<file path="src/rtl/bsg_trace_word_gather.sv">
// bsg_trace_word_gather
//
// Collects words_p consecutive payload words from a bsg_trace_replay stimulus
// channel into one wide packet and hands it to a downstream consumer through a
// 2-entry output buffer, so gathering continues while the consumer stalls and a
// steady one-word-per-cycle stream is sustained.
//
// Parameters
//   word_width_p  width of each input word
//   words_p       words per packet, 2..16
//
// Ports
//   clk_i    in   clock
//   reset_i  in   synchronous active-high reset
//   v_i      in   input word valid
//   data_i   in   input word
//   ready_o  out  word accepted this cycle when v_i & ready_o
//   v_o      out  packet valid (head of the output buffer)
//   data_o   out  packet, first-received word in the least significant slot
//   ready_i  in   consumer accepts packet this cycle when v_o & ready_i
//   flush_i  in   (only with BSG_TRACE_WORD_GATHER_FLUSH_EN) emit a partial
//                 packet, unfilled slots zero
//
// Optional feature macro: BSG_TRACE_WORD_GATHER_FLUSH_EN
//
// The file also holds bsg_trace_word_gather_checker, a non-synthesizable
// protocol checker for the input channel, meant for simulation only.

module bsg_trace_word_gather #(
  parameter int word_width_p = 32,
  parameter int words_p      = 3
) (
  input  logic                            clk_i,
  input  logic                            reset_i,
  input  logic                            v_i,
  input  logic [word_width_p-1:0]         data_i,
  output logic                            ready_o,
  output logic                            v_o,
  output logic [word_width_p*words_p-1:0] data_o,
  input  logic                            ready_i
`ifdef BSG_TRACE_WORD_GATHER_FLUSH_EN
  ,
  input  logic                            flush_i
`endif
);

  localparam int cnt_w = $clog2(words_p);
  localparam int pkt_w = word_width_p * words_p;
  localparam logic [cnt_w-1:0] last_cnt = cnt_w'(words_p - 1);

  logic [cnt_w-1:0]                          count_r;
  logic [words_p-1:0][word_width_p-1:0]      slots_r;
  logic [1:0]                                occ_r;
  logic [pkt_w-1:0]                          head_r;
  logic [pkt_w-1:0]                          tail_r;

  logic                                      ready_s;
  logic                                      v_s;
  logic                                      accept_s;
  logic                                      complete_s;
  logic                                      deq_s;
  logic                                      enq_s;
  logic [cnt_w-1:0]                          count_after_s;
  logic [cnt_w-1:0]                          count_next_s;
  logic [1:0]                                occ_after_deq_s;
  logic [1:0]                                occ_next_s;
  logic [words_p-1:0][word_width_p-1:0]      pkt_s;
  logic [pkt_w-1:0]                          head_next_s;
  logic [pkt_w-1:0]                          tail_next_s;

`ifdef BSG_TRACE_WORD_GATHER_FLUSH_EN
  // A flush that finds the buffer full is remembered here; it blocks further
  // words so the partial packet cannot grow or complete while it waits.
  logic                                      flush_pend_r;
  logic                                      flush_req_s;
  logic                                      flush_fire_s;
  logic                                      flush_pend_next_s;
`endif

  // Handshake terms; ready depends on registered state only.
  always_comb begin
    ready_s = 1'b0;
    v_s     = 1'b0;
    if (reset_i) begin
      ready_s = 1'b0;
      v_s     = 1'b0;
    end else begin
      // Only the completing word needs buffer room.
      ready_s = (count_r != last_cnt) | (occ_r != 2'd2);
`ifdef BSG_TRACE_WORD_GATHER_FLUSH_EN
      ready_s = ready_s & ~flush_pend_r;
`endif
      v_s     = (occ_r != 2'd0);
    end
  end

  // Gather datapath: packet image, counter and buffer occupancy bookkeeping.
  always_comb begin
    accept_s        = v_i & ready_s;
    complete_s      = accept_s & (count_r == last_cnt);
    deq_s           = v_s & ready_i;
    count_after_s   = count_r;
    pkt_s           = '0;
    occ_after_deq_s = occ_r - {1'b0, deq_s};

    if (complete_s) begin
      count_after_s = '0;
    end else if (accept_s) begin
      count_after_s = count_r + cnt_w'(1);
    end else begin
      count_after_s = count_r;
    end

    // Slots at or beyond the fill point read as zero, so the gather registers
    // never need clearing and a flushed partial packet is zero-padded for free.
    for (int i = 0; i < words_p; i++) begin
      if (accept_s && (cnt_w'(i) == count_r)) begin
        pkt_s[i] = data_i;
      end else if (cnt_w'(i) < count_r) begin
        pkt_s[i] = slots_r[i];
      end else begin
        pkt_s[i] = '0;
      end
    end

`ifdef BSG_TRACE_WORD_GATHER_FLUSH_EN
    flush_req_s       = flush_i | flush_pend_r;
    // A word completing a full packet leaves count_after at zero, which
    // turns a simultaneous flush into a no-op.
    flush_fire_s      = flush_req_s & (count_after_s != '0) & (occ_after_deq_s != 2'd2);
    flush_pend_next_s = flush_req_s & (count_after_s != '0) & ~flush_fire_s;
    enq_s             = complete_s | flush_fire_s;
    count_next_s      = flush_fire_s ? '0 : count_after_s;
`else
    enq_s             = complete_s;
    count_next_s      = count_after_s;
`endif

    occ_next_s = occ_after_deq_s + {1'b0, enq_s};
  end

  // Output buffer next state: head is the oldest packet, tail the younger one.
  always_comb begin
    head_next_s = head_r;
    tail_next_s = tail_r;
    // Head only moves on dequeue when a younger packet exists, so after the
    // last packet leaves data_o keeps showing it.
    if (deq_s && (occ_r == 2'd2)) begin
      head_next_s = tail_r;
    end else begin
      head_next_s = head_r;
    end
    if (enq_s) begin
      if (occ_after_deq_s == 2'd0) begin
        head_next_s = pkt_s;
      end else begin
        tail_next_s = pkt_s;
      end
    end else begin
      tail_next_s = tail_r;
    end
  end

  // State registers with synchronous reset.
  always_ff @(posedge clk_i) begin
    if (reset_i) begin
      count_r <= '0;
      slots_r <= '0;
      occ_r   <= 2'd0;
      head_r  <= '0;
      tail_r  <= '0;
    end else begin
      count_r <= count_next_s;
      occ_r   <= occ_next_s;
      head_r  <= head_next_s;
      tail_r  <= tail_next_s;
      if (accept_s) begin
        slots_r[count_r] <= data_i;
      end
    end
  end

`ifdef BSG_TRACE_WORD_GATHER_FLUSH_EN
  // Pending-flush register.
  always_ff @(posedge clk_i) begin
    if (reset_i) begin
      flush_pend_r <= 1'b0;
    end else begin
      flush_pend_r <= flush_pend_next_s;
    end
  end
`endif

  assign ready_o = ready_s;
  assign v_o     = v_s;
  assign data_o  = reset_i ? '0 : head_r;

endmodule

</file>
<file path="config.mk">
export PLATFORM = sky130hd
export DESIGN_NAME = bsg_trace_word_gather
export DESIGN_NICKNAME = d
export VERILOG_FILES = /design/src/rtl/bsg_trace_word_gather.sv
export SDC_FILE = /design/constraint.sdc
export NUM_CORES = 1
export LEC_CHECK = 0
export BUFFER_PORTS_ARGS = -buffer_cell sky130_fd_sc_hd__buf_2
export CAP_MARGIN = 10
export CORE_ASPECT_RATIO = 1.4
export CORE_MARGIN = 10
export CORE_UTILIZATION = 46
export CTS_CLUSTER_SIZE = 10
export DETAILED_ROUTE_END_ITERATION = 12
export MAX_ROUTING_LAYER = met4
export PLACE_DENSITY = 0.64
export SYNTH_ARGS = -nofsm -noshare
export SYNTH_HDL_FRONTEND = slang
export SYNTH_SLANG_ARGS = --single-unit
</file>
<file path="constraint.sdc">
create_clock -name clk_i -period 2.8 [get_ports clk_i]
set_input_delay 0.28 -clock clk_i [delete_from_list [all_inputs] [get_ports clk_i]]
set_output_delay 0.28 -clock clk_i [all_outputs]
set_load 0.01 [all_outputs]
</file>
==> summary.txt <==
Clock tree
  – # hold bufs at CTS: 0
  – Sink Count: 260
  – Clock slew at reported path FFs: ~0.060 ns
  – Clock buffer count from CTS: 30
  – CTS tree: yes
  – Postcts setup bufs: 0
  – Worst-Skew Late Latency: ~0.54 ns
  – Clock Path Buffers: 3
  – PostCTS Resize Cnt: 0
  – CTS root buffer: clkbuf_16
  – CTS H-tree lvls: 1

Detailed routing
  – Starting DRT DRC Count: about 670
  – DR WL/cell: ~17 um
  – Final Routed Wirelength: slightly above 30,000 um
  – DRC: 0
  – DRT antenna net count: 0
  – Pre-Repair DR Iteration Count: 6
  – Vias: between 9,000 and 10,000
  – Vias per inst: roughly 5.6

Run
  – Max-cap violation count: 0

Place
  – Pre-CTS setup slack: 0.3100 ns
  – Detailed placement HPWL: between 15,000 and 20,000 um
  – Placer's final routability congestion estimate: roughly 0.8
  – Dpl cell area: about 12,000 um^2
  – Port bufs: around 130

STA
  – Pins Over Slew Limit: 0
  – Final Hold Fails: 0
  – Final setup margin: about 0.25 ns
  – Setup violators final: 0
  – Fin crit share: 0.9090
  – Clk_skew: between 0.009 and 0.01 ns
  – Final period demand of the worst path: ~2.5 ns
  – Max_slew headroom: 0.4407
  – Setup TNS: 0 ns
  – Max Fclk: roughly 0.39 GHz
  – RSZ-0062 raised after global routing: false
  – Worst-Margin Slew: 0.8390 ns

Floorplanning
  – Die width: around 150 um
  – Site row count: 67
  – Core Footprint: 24,060 um^2
  – Die Ht: just over 200 um
  – Die outline area: between 30,000 and 40,000 um^2
  – Num ports: 134
  – Starting density of the core: 0.4697

Logic synthesis
  – Synth async-reset ratio: 0
  – Ys Warns: 0
  – Synth Instances: 1,397
  – Mean Syn Cell Area: 8.088 um^2
  – Synthesized flop and latch total: 260
  – Register area share after synthesis: 0.4606
  – Syn nets: about 1,400
  – Cell Area, Synth: between 10,000 and 15,000 um^2
  – Top FF cell, synth: dfxtp_1
  – EDFF count, synth: 0
  – Post-synth cell types: 29

Power
  – Leak: roughly 4.6 nW
  – Combinational Power Share: 0.068
  – Sw power: about 1.8 mW
  – Power Dens Cells: 593.0 nW/um^2
  – Switching share of total power: 0.2377
  – Clock share of power: 0.433
  – Seq pwr share: 0.499
  – Cell Int Power: 5.822 mW
  – Peak VDD IR: ~0.56 mV

GRT
  – Vias in the first global route: 9,351
  – Overall overflow remaining after global route: 0
  – Pin count of the biggest net entering global routing: 194
  – Antenna violations before repair: 0
  – Gr usage total: 0.1904
  – First-pass GRT wire length: between 40,000 and 50,000 um

Layout
  – Share of cells above drive strength 1: 0.1385
  – # diodes: 0
  – Fill cells: 2,282
  – Synth-to-Final Area Change: 13.97%
  – Final #Nets: about 1,500
  – Commonest non-fill, non-tap cell in the layout: nand2_1
  – Final instance area: between 10,000 and 15,000 um^2
  – Most frequent cells in the layout: nand2_1 (322), dfxtp_1 (260), a21oi_1 (162), nor2b_1 (162), buf_2 (132)

Worst setup path
  – CP Class: reg2reg
  – Critical Path RT: 3.19 ns
  – CP max FO: between 80 and 90
  – Crit start category: register
  – Crit path DAT: approximately 3 ns
  – Crit end category: register

Outcome
  – Status: completed

Hold path
  – Hold crit path type: in2reg
## path summary, 6_finish.rpt
check,startpoint,to,slack (ns),depth (start not counted)
worst max-delay path,occ_r[1]$_SDFF_PP0_,head_r[43]$_SDFF_PP0_,0.25,9
worst min-delay path,data_i[24],tail_r[88]$_SDFFE_PP0P_,0.04,3
worst max register to register,occ_r[1]$_SDFF_PP0_,head_r[43]$_SDFF_PP0_,0.25,9
worst min register to register,slots_r[29]$_SDFFE_PP0P_,slots_r[29]$_SDFFE_PP0P_,0.45,2
## state kept, by name, indices dropped and copies added (netlist names)
signal,cells
tail_r,96
count_r,2
occ_r,2
head_r,96
slots_r,64
## per-stage QoR
stage / total power, mW / hold slack (ns) / instances / util
5_1_grt: 7.905 / 0.04434 / 1768 / 0.5353
2_1_floorplan: 4.211 / 0.4160 / 1397 / -
3_5_place_dp: 4.408 / 0.4419 / 1734 / 0.5027
3_3_place_gp: 4.402 / 0.4368 / 1734 / 0.5027
4_1_cts: 7.711 / 0.02371 / 1768 / 0.5353
6_report: 7.637 / 0.04360 / 1768 / 0.5353
## cells in the mapped netlist (all sizes together) (2+ instances only)
cell | n | area share
clkbuf | 69 | 0.023
a21oi | 162 | 0.072
and3 | 3 | 0.0017
nor2b | 162 | 0.090
buf | 66 | 0.033
nand3 | 3 | 0.0013
dfxtp | 260 | 0.46
inv | 4 | 0.0013
nand2 | 322 | 0.11
nor2 | 101 | 0.034
a221oi | 32 | 0.025
a311oi | 64 | 0.050
nand3b | 3 | 0.0020
ha | 4 | 0.0044
and2 | 2 | 0.0011
a211oi | 129 | 0.086
## worst max-delay path, cell delays in order (launching register included)
cell      delay (ns)
dfxtp_1         0.36
nor2_1          0.11
nor2_1          0.05
and2_1          0.15
ha_1            0.18
xnor2_1         0.46
nand4_1         0.34
buf_12          0.32
a221oi_1        0.28
a311oi_1        0.10
## power by group through the flow
| stage | logic (mW) | clock network [mW] | registers [mW] |
|---|---|---|---|
| CTS | 0.523 | 3.38 | 3.81 |
| global route | 0.573 | 3.52 | 3.82 |
| floorplan | 0.336 | 0 | 3.87 |
| finish | 0.520 | 3.31 | 3.81 |
| global placement | 0.517 | 0 | 3.89 |
| detailed placement | 0.522 | 0 | 3.89 |
## kinds of logic after synthesis
family                     share of synthesized area
buffers and inverters                        0.05725
and+or+nand+nor                               0.2404
xor gates and xnor gates                    0.001550
AOI/OAI and AO/OA                             0.2357
DFF                                           0.4606
adders and majority gates                   0.004429
## final cells by class
type                       count  area (um^2)  share of cell area
multi-input combinational    998         5469              0.4247
sequential                   260         5205              0.4042
timing repair buffer         162         1018             0.07908
clock buffer                  32        758.2             0.05887
tap                          310        387.9             0.03012
clock inverter                 2        25.02            0.001943
inverter                       4        15.01            0.001166
## layer usage
layer | global-route usage | wire length (um)
met1 | 0.2505 | 14300
met2 | 0.3048 | 14320
met3 | 0.02319 | 1389
met4 | 0.05051 | 590
met5 | - | 0
(Power assumes the default switching activity.)
